===== config.mk =====
export PLATFORM = sky130hd
export DESIGN_NAME = uart_tx_sequencer
export DESIGN_NICKNAME = d
export VERILOG_FILES = /design/src/rtl/uart_pkg.sv /design/src/rtl/uart_baud_timer.sv /design/src/rtl/uart_tx_sequencer.sv
export SDC_FILE = /design/constraint.sdc
export NUM_CORES = 1
export LEC_CHECK = 0
export ABC_AREA = 1
export BUFFER_PORTS_ARGS = -buffer_cell sky130_fd_sc_hd__buf_2
export CELL_PAD_IN_SITES_DETAIL_PLACEMENT = 2
export CELL_PAD_IN_SITES_GLOBAL_PLACEMENT = 2
export CORE_MARGIN = 2
export CORE_UTILIZATION = 35
export CTS_CLUSTER_SIZE = 28
export DETAILED_ROUTE_END_ITERATION = 12
export HOLD_SLACK_MARGIN = 0.05
export PLACE_DENSITY = 0.91
export REMOVE_ABC_BUFFERS = 1
export SLEW_MARGIN = 40
export SYNTH_ARGS = -nofsm -noshare
export SYNTH_HDL_FRONTEND = slang
export SYNTH_HIERARCHICAL = 1
export SYNTH_SLANG_ARGS = --single-unit

===== constraint.sdc =====
create_clock -name clk -period 5.8 [get_ports clk]
set_input_delay 1.45 -clock clk [delete_from_list [all_inputs] [get_ports clk]]
set_output_delay 1.45 -clock clk [all_outputs]
set_load 0.05 [all_outputs]

===== src/rtl/uart_pkg.sv =====
// Shared definitions for the UART transmit and receive sequencers.
package uart_pkg;

    localparam int DIV_W_DEF  = 20;
    localparam int FRAME_BITS = 11;

    typedef enum logic [1:0] {
        IDLE  = 2'd0,
        LOAD  = 2'd1,
        SHIFT = 2'd2
    } uart_state_e;

    // Parity over 7 or 8 data bits; odd selects the inverted (odd) sense.
    function automatic logic calc_parity(input logic [7:0] data,
                                         input logic       eight,
                                         input logic       odd);
        return (^data[6:0]) ^ (eight & data[7]) ^ odd;
    endfunction

endpackage


===== src/rtl/uart_baud_timer.sv =====
// Bit-time counter: counts 0..limit while running, flags the last clock of a bit.
module uart_baud_timer #(
    parameter int DIV_W = 20
) (
    input  logic             clk,
    input  logic             rst,
    input  logic             clear_i,
    input  logic             run_i,
    input  logic [DIV_W-1:0] limit_i,
    output logic             done_o
);

    logic [DIV_W-1:0] cnt_q;
    logic [DIV_W-1:0] cnt_d;

    assign done_o = run_i & (cnt_q == limit_i);

    // Next count: clear wins, otherwise wrap at the terminal count.
    always_comb begin
        cnt_d = cnt_q;
        if (clear_i) begin
            cnt_d = '0;
        end else if (run_i) begin
            cnt_d = (cnt_q == limit_i) ? '0 : cnt_q + 1'b1;
        end
    end

    // Counter register.
    always_ff @(posedge clk or posedge rst) begin
        if (rst) begin
            cnt_q <= '0;
        end else begin
            cnt_q <= cnt_d;
        end
    end

endmodule


===== src/rtl/uart_tx_sequencer.sv =====
// UART transmit sequencer: captures a byte, builds an 11-bit-time frame and
// shifts it out LSB-first. tx, tx_rdy and tx_done are all registered.
// Handshake: a write is taken only on a cycle where write=1 and tx_rdy=1;
// tx_rdy drops the next cycle and rises again with the tx_done pulse.
module uart_tx_sequencer #(
    parameter int DIV_W      = uart_pkg::DIV_W_DEF,
    parameter int FRAME_BITS = uart_pkg::FRAME_BITS
) (
    input  logic             clk,
    input  logic             rst,
    input  logic [DIV_W-1:0] baud_k,
    input  logic             eight,
    input  logic             pen,
    input  logic             ohel,
    input  logic             write,
    input  logic [7:0]       data_in,
    output logic             tx,
    output logic             tx_rdy,
    output logic             tx_done
);

    import uart_pkg::*;

    uart_state_e            state_q, state_d;
    logic [7:0]             data_q, data_d;
    logic                   eight_q, eight_d;
    logic                   pen_q, pen_d;
    logic                   ohel_q, ohel_d;
    logic [DIV_W-1:0]       k_q, k_d;
    logic [FRAME_BITS-1:0]  shreg_q, shreg_d;
    logic [3:0]             bit_cnt_q, bit_cnt_d;
    logic                   tx_q, tx_d;
    logic                   rdy_q, rdy_d;
    logic                   done_q, done_d;

    logic                   accept;
    logic                   bit_tick;
    logic                   frame_end;
    logic                   par;
    logic [FRAME_BITS-1:0]  frame;
    logic [DIV_W-1:0]       k_eff;

    assign accept    = write & rdy_q & (state_q == IDLE);
    assign frame_end = (state_q == SHIFT) & bit_tick & (bit_cnt_q == 4'(FRAME_BITS - 1));
    assign k_eff     = (baud_k < DIV_W'(2)) ? DIV_W'(2) : baud_k;
    assign par       = calc_parity(data_q, eight_q, ohel_q);
    // Index 0 is the start bit; unused data/parity slots become stop fill.
    assign frame     = {1'b1,
                        (eight_q & pen_q) ? par : 1'b1,
                        eight_q ? data_q[7] : (pen_q ? par : 1'b1),
                        data_q[6:0],
                        1'b0};

    uart_baud_timer #(.DIV_W(DIV_W)) u_baud (
        .clk     (clk),
        .rst     (rst),
        .clear_i (state_q != SHIFT),
        .run_i   (state_q == SHIFT),
        .limit_i (k_q - 1'b1),
        .done_o  (bit_tick)
    );

    // Next-state and datapath for the IDLE/LOAD/SHIFT sequencer.
    always_comb begin
        state_d   = state_q;
        data_d    = data_q;
        eight_d   = eight_q;
        pen_d     = pen_q;
        ohel_d    = ohel_q;
        k_d       = k_q;
        shreg_d   = shreg_q;
        bit_cnt_d = bit_cnt_q;
        tx_d      = tx_q;
        done_d    = 1'b0;
        case (state_q)
            IDLE: begin
                tx_d = 1'b1;
                if (accept) begin
                    state_d = LOAD;
                    data_d  = data_in;
                    eight_d = eight;
                    pen_d   = pen;
                    ohel_d  = ohel;
                    k_d     = k_eff;
                end
            end
            LOAD: begin
                shreg_d   = frame;
                tx_d      = frame[0];
                bit_cnt_d = '0;
                state_d   = SHIFT;
            end
            SHIFT: begin
                if (bit_tick) begin
                    shreg_d = {1'b1, shreg_q[FRAME_BITS-1:1]};
                    if (frame_end) begin
                        bit_cnt_d = '0;
                        tx_d      = 1'b1;
                        done_d    = 1'b1;
                        state_d   = IDLE;
                    end else begin
                        bit_cnt_d = bit_cnt_q + 1'b1;
                        tx_d      = shreg_q[1];
                    end
                end
            end
            default: begin
                state_d = IDLE;
                tx_d    = 1'b1;
            end
        endcase
    end

    // Ready flag: set at frame end (priority), cleared by an accepted write.
    always_comb begin
        rdy_d = rdy_q;
        if (frame_end) begin
            rdy_d = 1'b1;
        end else if (accept) begin
            rdy_d = 1'b0;
        end
    end

    // State and datapath registers; reset forces an idle line at once.
    always_ff @(posedge clk or posedge rst) begin
        if (rst) begin
            state_q   <= IDLE;
            data_q    <= '0;
            eight_q   <= 1'b0;
            pen_q     <= 1'b0;
            ohel_q    <= 1'b0;
            k_q       <= '0;
            shreg_q   <= '1;
            bit_cnt_q <= '0;
            tx_q      <= 1'b1;
            rdy_q     <= 1'b1;
            done_q    <= 1'b0;
        end else begin
            state_q   <= state_d;
            data_q    <= data_d;
            eight_q   <= eight_d;
            pen_q     <= pen_d;
            ohel_q    <= ohel_d;
            k_q       <= k_d;
            shreg_q   <= shreg_d;
            bit_cnt_q <= bit_cnt_d;
            tx_q      <= tx_d;
            rdy_q     <= rdy_d;
            done_q    <= done_d;
        end
    end

    assign tx      = tx_q;
    assign tx_rdy  = rdy_q;
    assign tx_done = done_q;

endmodule


; ---- Word-level counts from Yosys, hierarchy flattened
; Cells that the tools add are included.
; W data, S select, Z words.
[word_totals]
reg_bits = 71
output_inout_bits = 3
[op_classes]
n_bitwise = 9
muxes = 24
n_eq_ne = 8
n_addsub = 3
n_lt_le_gt_ge = 1
reduce_logical = 8
[ops]
columns = op, n
row1 = $mux W20, 4
row2 = $pmux W11 S2, 1
row3 = $add A20 B1 Y20 const B, 1
row4 = $eq A20 B20 Y1, 1
row5 = $lt A20 B2 Y1 const B, 1
row6 = $sub A20 B1 Y20 const B, 1
row7 = $mux W11, 1
row8 = $mux W1, 10
row9 = $mux W4, 2
row10 = $ne A2 B2 Y1 const B, 4
row11 = $pmux W4 S2, 1
row12 = $and A1 B1 Y1, 7
row13 = $reduce_xor A7 Y1, 1
row14 = $mux W2, 3
row15 = $pmux W2 S3, 1
row16 = $reduce_bool A2 Y1, 3
row17 = $add A4 B1 Y4 const B, 1
row18 = $eq A4 B4 Y1 const B, 1
row19 = $reduce_and A2 Y1, 2
row20 = $reduce_and A3 Y1, 1
row21 = $eq A2 B1 Y1 const B, 1
row22 = $eq A2 B2 Y1 const B, 1
row23 = $logic_not A2 Y1, 1
row24 = $pmux W1 S2, 1
row25 = $xor A1 B1 Y1, 2

; ---- Logic depth before layout (Yosys ltp)
; Gate-level depths: netlist of the first run.
[logic_depth]
word_depth = 8
ltp_mapped = 27
depth_no_buf = 27

; ---- Modules after synthesis
; Netlist of the first run, hierarchy kept.
[by_module_without_submodules]
columns = mod, area_each_um2, n_inst, cells_each
row1 = uart_tx_sequencer, 2650.0, 1, 333
row2 = uart_baud_timer, 1478.9, 1, 233

; ---- Least setup slack after synthesis of the first run
; OpenSTA, ideal clock, no wires.
[synth_timing]
kind = register to register
from = register k_q[0]
to = register bit_cnt_q[0]
path_stages_with_launch = 25
n_path_buf = 1
t_required_ns = 5.678
setup_slack_ns = 3.067
period_less_slack_ns = 2.733
t_arrival_ns = 2.611
cell_sequence = dfrtp_1 inv_1 ha_1 nand2_2 nor2_4 inv_2 nor2_4 nand2_4 nor3_4 nand2_2 nor2_2 xor2_1 xor2_1 nor2_1 nand2_1 nor2_1 nand4_1 inv_1 nand2_1 inv_2 nor2_2 inv_4 buf_2 nand4_1 o21ai_1
[synth_via]
elab_chain_cells = 8
[synth_lines]
columns = element, line
row1 = start: declaration, uart_tx_sequencer.sv:29  ; logic [DIV_W-1:0] k_q, k_d;
row2 = start signal: assignment, uart_tx_sequencer.sv:144  ; k_q <= k_d;
row3 = $sub A20 B1 Y20 *, uart_tx_sequencer.sv:59  ; .limit_i (k_q - 1'b1),
row4 = $eq A20 B20 Y1 *, uart_baud_timer.sv:16  ; assign done_o = run_i & (cnt_q == limit_i);
row5 = $and A1 B1 Y1 *, uart_baud_timer.sv:16
row6 = named net bit_tick, uart_tx_sequencer.sv:37  ; logic bit_tick;
row7 = $and A1 B1 Y1 (2 in a row), uart_tx_sequencer.sv:44  ; assign frame_end = (state_q == SHIFT) & bit_tick & (bit_cnt_q == 4'(FRAME_BITS - 1));
row8 = $mux W4, uart_tx_sequencer.sv:96  ; if (frame_end) begin
row9 = $mux W4, uart_tx_sequencer.sv:94  ; if (bit_tick) begin
row10 = $pmux W4 S2, uart_tx_sequencer.sv:75  ; case (state_q)
row11 = end signal: assignment, uart_tx_sequencer.sv:146  ; bit_cnt_q <= bit_cnt_d;
row12 = end: declaration, uart_tx_sequencer.sv:31  ; logic [3:0] bit_cnt_q, bit_cnt_d;
; Mark *: on every way through the listed nets, which the timed path passes. The rest lies on a longest branch. The select of a mux whose other input is x is not followed.
; A chain may end at the register's enable or synchronous reset.

; ---- Final worst setup path of the first run
; Ends and elaborated chain as after synthesis.

==> impl_results.html, run 1 <==
<table>
<tr><th>Metric</th><th>Value</th></tr>
<tr><th colspan="2">Floorplanning</th></tr>
<tr><td>Die height</td><td>113 µm</td></tr>
<tr><td>Die span in x</td><td>113 µm</td></tr>
<tr><td>Die area</td><td>12700 µm²</td></tr>
<tr><td>Initial cell density of the core</td><td>36.0%</td></tr>
<tr><td>Site row count</td><td>39</td></tr>
<tr><td>Io pins</td><td>37</td></tr>
<tr><td>CORE AREA</td><td>11500 µm²</td></tr>
<tr><th colspan="2">Power and ir drop</th></tr>
<tr><td>Ratio of total power to cell area</td><td>469 nW/µm²</td></tr>
<tr><td>Peak ir drop on the vdd network</td><td>0.211 mV</td></tr>
<tr><td>Lkg Pwr</td><td>0.00234 µW</td></tr>
<tr><th colspan="2">STA</th></tr>
<tr><td>Slew of the pin with the lowest slew margin</td><td>0.686 ns</td></tr>
<tr><td>Number of hold violations in the final report</td><td>0</td></tr>
<tr><td>Portion of the clock cycle consumed by the worst path in the final layout</td><td>58.1%</td></tr>
<tr><td>Rel. slew slack</td><td>54.1%</td></tr>
<tr><td>Minimum clock period</td><td>3.37 ns</td></tr>
<tr><td>RSZ-0062 raised after global routing</td><td>no</td></tr>
<tr><td>Highest achievable clock rate</td><td>0.297 GHz</td></tr>
<tr><td>Max Clock Skew</td><td>0.0101 ns</td></tr>
<tr><td>Final count of pins violating max slew</td><td>0</td></tr>
<tr><td>Total of endpoints with negative setup slack in the final report</td><td>0</td></tr>
<tr><td>Accumulated negative setup slack</td><td>0 ns</td></tr>
<tr><th colspan="2">Finish</th></tr>
<tr><td>Area Growth Syn to Fin</td><td>15.3%</td></tr>
<tr><td>Share of final-layout standard cells stronger than drive strength 1</td><td>16.7%</td></tr>
<tr><td>Finished Layout Cells</td><td>753</td></tr>
<tr><td>Number of nets in the layout</td><td>643</td></tr>
<tr><td>N_diodes</td><td>0</td></tr>
<tr><th colspan="2">Clock network</th></tr>
<tr><td>Number of buffers inserted by post-CTS setup repair</td><td>0</td></tr>
<tr><td>Library cell used as clock root buffer</td><td>sky130_fd_sc_hd__clkbuf_16</td></tr>
<tr><td>Clock buffers created by TritonCTS</td><td>9</td></tr>
<tr><td>Clock Sink Count</td><td>69</td></tr>
<tr><td>Post-CTS Hold Buffers</td><td>0</td></tr>
<tr><td>Maximum buffer depth of the clock tree</td><td>2</td></tr>
<tr><td>Depth of the CTS H-tree</td><td>3</td></tr>
<tr><td>Post-cts resize count</td><td>0</td></tr>
<tr><td>Clk slew on worst S/H paths</td><td>0.07 ns</td></tr>
<tr><td>Clock latency on the worst-skew pair</td><td>0.36 ns</td></tr>
<tr><td>Clock tree from TritonCTS</td><td>yes</td></tr>
<tr><th colspan="2">Placement</th></tr>
<tr><td>Number of buffers inserted by port buffering</td><td>36</td></tr>
<tr><td>DP Cell Count</td><td>737</td></tr>
<tr><td>Detailed placer's ending HPWL</td><td>10100 µm</td></tr>
<tr><td>Final weighted congestion in routability-driven placement</td><td>0.795</td></tr>
<tr><th colspan="2">Setup path</th></tr>
<tr><td>Worst reg2reg setup slack</td><td>2.43 ns</td></tr>
<tr><td>Endpoint of the worst-slack reg-to-reg timing path</td><td>bit_cnt_q[0]</td></tr>
<tr><td>Maximum fanout encountered on the critical timing path</td><td>5</td></tr>
<tr><td>Register-to-Register Path Depth</td><td>22</td></tr>
<tr><td>Critical Path Sink Type</td><td>flip-flop</td></tr>
<tr><td>Kind of start point of the critical path</td><td>flip-flop</td></tr>
<tr><td>Critical path class</td><td>reg -&gt; reg</td></tr>
<tr><td>Critical Path End</td><td>bit_cnt_q[0]</td></tr>
<tr><td>Worst R2R Start</td><td>k_q[0]</td></tr>
<tr><td>Arrival time reported for the critical path endpoint</td><td>3.60 ns</td></tr>
<tr><td>CP startpoint</td><td>k_q[0]</td></tr>
<tr><td>Worst path required time</td><td>6.03 ns</td></tr>
<tr><th colspan="2">Global route</th></tr>
<tr><td>Global-route wire length before repair</td><td>23000 µm</td></tr>
<tr><td>Via count of the first global-routing pass</td><td>4414</td></tr>
<tr><td>Antenna violations before repair</td><td>0</td></tr>
<tr><td>Largest net degree at the start of global routing</td><td>50</td></tr>
<tr><td>Total routing resource utilization after global routing</td><td>23.2%</td></tr>
<tr><td>Gr ovfl total</td><td>0</td></tr>
<tr><th colspan="2">Detailed routing</th></tr>
<tr><td>Antenna-violating nets left</td><td>0</td></tr>
<tr><td>Pre-antenna DRT Iters</td><td>4</td></tr>
<tr><td>Residual DRC count</td><td>0</td></tr>
<tr><td>Iter 0 DRT Violations</td><td>161</td></tr>
<tr><td>Routed length per placed instance</td><td>18.0 µm</td></tr>
<tr><td>Final wirelength</td><td>13500 µm</td></tr>
<tr><td>Via total after detailed routing</td><td>3817</td></tr>
<tr><td>Average vias per placed instance</td><td>5.07</td></tr>
<tr><th colspan="2">Synth</th></tr>
<tr><td>Post-synth ARST share</td><td>100%</td></tr>
<tr><td>Library cells used by synthesis</td><td>35</td></tr>
<tr><td>Synth Area per Inst</td><td>7.29 µm²</td></tr>
<tr><td>Top cell types by occurrence after synthesis</td><td>183 x sky130_fd_sc_hd__nand2_1, 75 x sky130_fd_sc_hd__inv_1, 58 x sky130_fd_sc_hd__dfrtp_1, 57 x sky130_fd_sc_hd__nor2_1, 35 x sky130_fd_sc_hd__o21ai_0</td></tr>
<tr><td>Number of warnings issued by yosys</td><td>6</td></tr>
<tr><td>Post-synthesis cell type with the largest combined area</td><td>sky130_fd_sc_hd__dfrtp_1</td></tr>
<tr><td>Synthesized instance count</td><td>566</td></tr>
<tr><td>Yosys reg bits</td><td>69</td></tr>
<tr><td>Area fraction of the dominant cell type after synthesis</td><td>35.2%</td></tr>
<tr><td>Leading cell type by number of instances after synthesis</td><td>sky130_fd_sc_hd__nand2_1</td></tr>
<tr><td>EDFF count, synth</td><td>0</td></tr>
<tr><td>Sequential fraction of the synthesis area</td><td>42.2%</td></tr>
<tr><td>Post-synthesis instance area</td><td>4130 µm²</td></tr>
<tr><td>Main flop type after synthesis</td><td>sky130_fd_sc_hd__dfrtp_1</td></tr>
<tr><td>Cells taking the most area after synthesis</td><td>sky130_fd_sc_hd__dfrtp_1 35%, sky130_fd_sc_hd__nand2_1 17%, sky130_fd_sc_hd__dfstp_2 7.0%, sky130_fd_sc_hd__inv_1 6.8%, sky130_fd_sc_hd__xor2_1 5.7%</td></tr>
<tr><th colspan="2">Flow run</th></tr>
<tr><td>Max-cap violations</td><td>0</td></tr>
<tr><th colspan="2">Min path</th></tr>
<tr><td>Source of the worst hold timing path</td><td>tx_rdy</td></tr>
<tr><td>Worst min-delay path class</td><td>reg -&gt; reg</td></tr>
<tr><th colspan="2">Outcome</th></tr>
<tr><td>Result of the run</td><td>complete, no violations</td></tr>
</table>
[power breakdown]
group	internal (µW)	total (µW)	switching (µW)	leakage, µW
logic	268	841	573	0.00133
clock network	338	582	244	0.000143
registers	653	812	159	0.000870
[stage by stage]
step	cell area [µm²]	setup slack, ns	hold WS (ns)	utilization [%]	total power [µW]
2_1_floorplan	4080	3.04	0.446	-	1360
3_3_place_gp	4450	2.59	0.481	38.8	1550
3_5_place_dp	4460	2.45	0.490	38.9	1640
4_1_cts	4760	2.41	0.499	41.5	2270
5_1_grt	4760	2.09	0.537	41.5	2410
6_report	4760	2.43	0.500	41.5	2230
[worst min path at each step]
stage	depth (start not counted)	to	slack [ns]
floorplan	2	shreg_q[8]	0.45
global placement	2	tx_rdy	0.48
detailed placement	2	shreg_q[8]	0.49
CTS	2	tx_rdy	0.50
global route	2	tx_rdy	0.54
finish	2	tx_rdy	0.50
[layout by cell type, fill, tap and decap left out, drive strengths merged, types with 9 or more instances in the layout]
cell type	Yosys	final
buf	6	38
nand3	26	26
clkbuf	4	9
dfrtp	58	58
xor2	27	27
nor3	10	10
dfstp	11	11
inv	82	85
o21ai	39	39
nor2	69	69
nand2	193	193
xnor2	9	9
[registers in the layout, indices dropped and copies added, names as in the netlist]
signal,flops
k_q,20
u_baud/cnt_q,20
shreg_q,9
data_q,8
bit_cnt_q,4
state_q,2
eight_q,1
ohel_q,1
pen_q,1
tx,1
tx_done,1
tx_rdy,1
[area by class of cell]
cell class                 count  area [µm²]
tap                          143         179
sequential                    69        1740
clock buffer                   9         225
timing repair buffer          38         195
clock inverter                 7        80.1
multi-input combinational    405        2030
inverter                      82         313
fill                        1326        6710
[logic make-up after synthesis]
kind of cell / after synthesis / share of synthesized area, %
buffers and inverters: 92 / 8.73
adder cells (fa/ha/maj): 4 / 1.21
XOR/XNOR: 36 / 7.64
AND/OR/NAND/NOR: 312 / 33.2
AO/OA/AOI/OAI: 53 / 7.12
flip-flops: 69 / 42.2
[routing by layer]
| layer | part of all wire (%) | up-vias | global-route usage (%) | wire, µm |
|---|---|---|---|---|
| li1 | - | 1828 | - | - |
| met1 | 40 | 1930 | 25.7 | 5380 |
| met2 | 56 | 42 | 44.3 | 7570 |
| met3 | 1.9 | 17 | 2.86 | 252 |
| met4 | 2.5 | 0 | 9.76 | 335 |
| met5 | 0 | - | 0 | 0 |
[critical path: stages (launching register included)]
cell	delay, ns
sky130_fd_sc_hd__dfrtp_1	0.39
sky130_fd_sc_hd__inv_1	0.12
sky130_fd_sc_hd__ha_1	0.21
sky130_fd_sc_hd__nand2_2	0.08
sky130_fd_sc_hd__nor2_4	0.11
sky130_fd_sc_hd__inv_2	0.07
sky130_fd_sc_hd__nor2_4	0.10
sky130_fd_sc_hd__nand2_4	0.08
sky130_fd_sc_hd__nor3_4	0.16
sky130_fd_sc_hd__nand2_2	0.10
sky130_fd_sc_hd__nor2_2	0.11
sky130_fd_sc_hd__xor2_1	0.21
sky130_fd_sc_hd__xor2_1	0.09
sky130_fd_sc_hd__nor2_1	0.10
sky130_fd_sc_hd__nand2_1	0.06
sky130_fd_sc_hd__nor2_1	0.16
sky130_fd_sc_hd__nand4_1	0.21
sky130_fd_sc_hd__inv_1	0.12
sky130_fd_sc_hd__nand2_1	0.12
sky130_fd_sc_hd__nor2_1	0.28
sky130_fd_sc_hd__inv_1	0.13
sky130_fd_sc_hd__nand4_1	0.14
sky130_fd_sc_hd__o21ai_1	0.11
Power figures use the tool's default switching activity.
==> inputs of run 2 (changes only) <==
ABC_AREA = 0   (was 1)
CORE_UTILIZATION = 33   (was 35)
PLACE_DENSITY = 0.86   (was 0.91)
clock period = 3 ns   (was 5.8 ns; I/O delays follow)
==> impl_results.html, run 2 <==
<table>
<tr><th>Metric</th><th>Value</th></tr>
<tr><th colspan="2">Clock network</th></tr>
<tr><td>Clock buffers created by TritonCTS</td><td>9</td></tr>
<tr><td>Clk slew on worst S/H paths</td><td>0.06 ns</td></tr>
<tr><td>Maximum buffer depth of the clock tree</td><td>2</td></tr>
<tr><td>Clock Sink Count</td><td>69</td></tr>
<tr><td>Clock tree from TritonCTS</td><td>yes</td></tr>
<tr><td>Depth of the CTS H-tree</td><td>3</td></tr>
<tr><td>Library cell used as clock root buffer</td><td>sky130_fd_sc_hd__clkbuf_16</td></tr>
<tr><td>Clock latency on the worst-skew pair</td><td>0.35 ns</td></tr>
<tr><td>Post-CTS Hold Buffers</td><td>0</td></tr>
<tr><th colspan="2">Finish</th></tr>
<tr><td>Commonest non-fill, non-tap cells in the layout</td><td>110 x sky130_fd_sc_hd__nand2_1, 58 x sky130_fd_sc_hd__dfrtp_1, 38 x sky130_fd_sc_hd__buf_4</td></tr>
<tr><td>Area Growth Syn to Fin</td><td>30.0%</td></tr>
<tr><td>Number of nets in the layout</td><td>540</td></tr>
<tr><td>Regs by FF count</td><td>k_q (20), u_baud/cnt_q (20), shreg_q (9)</td></tr>
<tr><td>Share of final-layout standard cells stronger than drive strength 1</td><td>28.0%</td></tr>
<tr><td>N_diodes</td><td>0</td></tr>
<tr><td>Fill cell count</td><td>1246</td></tr>
<tr><td>Final core occ</td><td>43.5%</td></tr>
<tr><td>Leading cell type in the layout, fill and taps excluded</td><td>sky130_fd_sc_hd__nand2_1</td></tr>
<tr><th colspan="2">Setup path</th></tr>
<tr><td>Worst R2R Start</td><td>k_q[12]</td></tr>
<tr><td>Worst path required time</td><td>3.22 ns</td></tr>
<tr><td>Endpoint of the worst-slack reg-to-reg timing path</td><td>state_q[1]</td></tr>
<tr><td>Maximum fanout encountered on the critical timing path</td><td>3</td></tr>
<tr><td>Kind of start point of the critical path</td><td>flip-flop</td></tr>
<tr><td>Register-to-Register Path Depth</td><td>14</td></tr>
<tr><td>CP startpoint</td><td>k_q[12]</td></tr>
<tr><td>Critical path class</td><td>reg -&gt; reg</td></tr>
<tr><td>Critical Path Sink Type</td><td>flip-flop</td></tr>
<tr><td>Arrival time reported for the critical path endpoint</td><td>3.88 ns</td></tr>
<tr><td>Worst reg2reg setup slack</td><td>-0.66 ns</td></tr>
<tr><th colspan="2">STA</th></tr>
<tr><td>Slew of the pin with the lowest slew margin</td><td>0.739 ns</td></tr>
<tr><td>RSZ-0062 raised after global routing</td><td>yes</td></tr>
<tr><td>Max Clock Skew</td><td>0.0101 ns</td></tr>
<tr><td>Minimum clock period</td><td>3.66 ns</td></tr>
<tr><td>Number of hold violations in the final report</td><td>0</td></tr>
<tr><td>Highest achievable clock rate</td><td>0.273 GHz</td></tr>
<tr><td>Total of endpoints with negative setup slack in the final report</td><td>37</td></tr>
<tr><td>Final count of pins violating max slew</td><td>0</td></tr>
<tr><td>Portion of the clock cycle consumed by the worst path in the final layout</td><td>122%</td></tr>
<tr><td>PnR worst setup slack</td><td>-0.660 ns</td></tr>
<tr><td>Rel. slew slack</td><td>50.7%</td></tr>
<tr><td>Accumulated negative setup slack</td><td>-16.15 ns</td></tr>
<tr><th colspan="2">Global route</th></tr>
<tr><td>Total routing resource utilization after global routing</td><td>23.1%</td></tr>
<tr><td>Via count of the first global-routing pass</td><td>4056</td></tr>
<tr><td>Largest net degree at the start of global routing</td><td>50</td></tr>
<tr><td>Gr ovfl total</td><td>0</td></tr>
<tr><td>Antenna violations before repair</td><td>0</td></tr>
<tr><td>Global-route wire length before repair</td><td>22100 µm</td></tr>
<tr><th colspan="2">Synth</th></tr>
<tr><td>Sequential fraction of the synthesis area</td><td>45.9%</td></tr>
<tr><td>Synthesized instance count</td><td>424</td></tr>
<tr><td>Post-synth ARST share</td><td>100%</td></tr>
<tr><td>Post-synthesis instance area</td><td>3790 µm²</td></tr>
<tr><td>Area fraction of the dominant cell type after synthesis</td><td>38.3%</td></tr>
<tr><td>Yosys reg bits</td><td>69</td></tr>
<tr><td>Cells taking the most area after synthesis</td><td>sky130_fd_sc_hd__dfrtp_1 38%, sky130_fd_sc_hd__nand2_1 11%, sky130_fd_sc_hd__xnor2_1 8.3%, sky130_fd_sc_hd__dfstp_2 7.6%, sky130_fd_sc_hd__xor2_1 4.2%</td></tr>
<tr><td>Leading cell type by number of instances after synthesis</td><td>sky130_fd_sc_hd__nand2_1</td></tr>
<tr><td>Main flop type after synthesis</td><td>sky130_fd_sc_hd__dfrtp_1</td></tr>
<tr><td>Post-synthesis cell type with the largest combined area</td><td>sky130_fd_sc_hd__dfrtp_1</td></tr>
<tr><td>Synth Area per Inst</td><td>8.94 µm²</td></tr>
<tr><td>Top cell types by occurrence after synthesis</td><td>112 x sky130_fd_sc_hd__nand2_1, 58 x sky130_fd_sc_hd__dfrtp_1, 36 x sky130_fd_sc_hd__xnor2_1, 23 x sky130_fd_sc_hd__nor2_1, 22 x sky130_fd_sc_hd__o21ai_0</td></tr>
<tr><td>EDFF count, synth</td><td>0</td></tr>
<tr><td>Number of warnings issued by yosys</td><td>6</td></tr>
<tr><td>Library cells used by synthesis</td><td>52</td></tr>
<tr><th colspan="2">Power and ir drop</th></tr>
<tr><td>Ratio of total power to cell area</td><td>435 nW/µm²</td></tr>
<tr><td>Peak ir drop on the vdd network</td><td>0.494 mV</td></tr>
<tr><td>Lkg Pwr</td><td>0.00231 µW</td></tr>
<tr><td>Total power of the final layout</td><td>2140 µW</td></tr>
<tr><th colspan="2">Floorplanning</th></tr>
<tr><td>CORE AREA</td><td>11300 µm²</td></tr>
<tr><td>Site row count</td><td>39</td></tr>
<tr><td>Initial cell density of the core</td><td>33.5%</td></tr>
<tr><td>Die height</td><td>111 µm</td></tr>
<tr><td>Die area</td><td>12400 µm²</td></tr>
<tr><td>Die span in x</td><td>111 µm</td></tr>
<tr><td>Io pins</td><td>37</td></tr>
<tr><th colspan="2">Placement</th></tr>
<tr><td>Detailed placer's ending HPWL</td><td>9100 µm</td></tr>
<tr><td>Number of buffers inserted by port buffering</td><td>36</td></tr>
<tr><td>Final weighted congestion in routability-driven placement</td><td>0.815</td></tr>
<tr><th colspan="2">Min path</th></tr>
<tr><td>Worst min-delay path class</td><td>in -&gt; async</td></tr>
<tr><th colspan="2">Flow run</th></tr>
<tr><td>Max-cap violations</td><td>0</td></tr>
<tr><th colspan="2">Outcome</th></tr>
<tr><td>Violated checks</td><td>negative setup slack</td></tr>
<tr><td>Result of the run</td><td>complete, but fails checks</td></tr>
<tr><th colspan="2">Detailed routing</th></tr>
<tr><td>Pre-antenna DRT Iters</td><td>4</td></tr>
<tr><td>Via total after detailed routing</td><td>3522</td></tr>
<tr><td>Iter 0 DRT Violations</td><td>105</td></tr>
<tr><td>Average vias per placed instance</td><td>5.42</td></tr>
<tr><td>Antenna-violating nets left</td><td>0</td></tr>
<tr><td>Final wirelength</td><td>14000 µm</td></tr>
<tr><td>Residual DRC count</td><td>0</td></tr>
<tr><td>Routed length per placed instance</td><td>21.5 µm</td></tr>
</table>
## run 2: changes by cell type in the layout (fill, tap and decap cells not counted), moves of 9 or more
cell and delta:
sky130_fd_sc_hd__nand2_2 -9, sky130_fd_sc_hd__nor2_1 -34, sky130_fd_sc_hd__xnor2_1 +27, sky130_fd_sc_hd__nand3_1 -15
sky130_fd_sc_hd__xor2_1 -10, sky130_fd_sc_hd__nand2_1 -73, sky130_fd_sc_hd__buf_4 +36, sky130_fd_sc_hd__o21ai_0 -26
sky130_fd_sc_hd__inv_1 -63
## run 2: worst max-delay path, stage by stage (launching register included)
cell and delay, ns:
sky130_fd_sc_hd__dfrtp_1 0.38, sky130_fd_sc_hd__or4_4 0.53, sky130_fd_sc_hd__or2_4 0.25, sky130_fd_sc_hd__or3_4 0.38, sky130_fd_sc_hd__nor3_4 0.21, sky130_fd_sc_hd__xor2_1 0.20, sky130_fd_sc_hd__xnor2_1 0.19, sky130_fd_sc_hd__nand4_1 0.16
sky130_fd_sc_hd__nor3_2 0.25, sky130_fd_sc_hd__and3_4 0.27, sky130_fd_sc_hd__nand2_4 0.06, sky130_fd_sc_hd__o211ai_1 0.31, sky130_fd_sc_hd__buf_4 0.18, sky130_fd_sc_hd__buf_4 0.10, sky130_fd_sc_hd__o21ai_1 0.06
## run 2: stage by stage
step | cell area (µm²) | hold slack (ns) | std cells | setup WS, ns
3_3_place_gp | 4340 | 0.453 | 620 | -0.413
5_1_grt | 4930 | 0.471 | 650 | -0.801
3_5_place_dp | 4340 | 0.473 | 620 | -0.782
2_1_floorplan | 3730 | 0.427 | 409 | -0.442
4_1_cts | 4830 | 0.474 | 643 | -0.546
6_report | 4930 | 0.444 | 650 | -0.660
## run 2: layout make-up
class                      instances  area [µm²]  share of cell area (%)
clock buffer                       9         225                    4.57
clock inverter                     7        90.1                    1.83
tap                              143         179                    3.63
multi-input combinational        328        2070                    42.0
inverter                          12        47.5                   0.965
sequential                        69        1740                    35.3
timing repair buffer              82         573                    11.6
## run 2: logic make-up (layout without fill, tap and decap cells)
family                     count (synthesis)  count (layout)  synth area share, %
xor gates and xnor gates                  54              54                 12.5
muxes                                      8               8                 2.11
DFF                                       69              69                 45.9
AOI/OAI and AO/OA                         51              51                 8.52
buffers and inverters                     27             110                 2.77
and+or+nand+nor                          211             211                 26.9
adders and majority gates                  4               4                 1.32
## run 2: how the worst max path moves through the flow
stage,to,cells after the start
global placement,bit_cnt_q[3],14
global route,bit_cnt_q[2],15
CTS,bit_cnt_q[2],14
detailed placement,bit_cnt_q[3],14
finish,state_q[1],14
floorplan,shreg_q[9],12
## run 2: power breakdown
part / total (µW) / switching [µW] / internal (µW)
combinational: 49.7 / 32.8 / 16.9
sequential: 931 / 0 / 931
clock: 1160 / 436 / 723
## run 2: metal layers
metal  wire (µm)  track usage (%)  up-vias
met5           0                0        -
met4         431             8.97        0
met3         509             5.80       35
met2        7740             43.3       76
met1        5310             24.9     1825
li1            -                -     1586
## run 2: timing repair
item                                    CTS  global route
setup buffers                             8             7
endpoints found under the setup margin   37            37
resized for setup                        39            14
cloned                                    0             1
pin swaps                                28            15
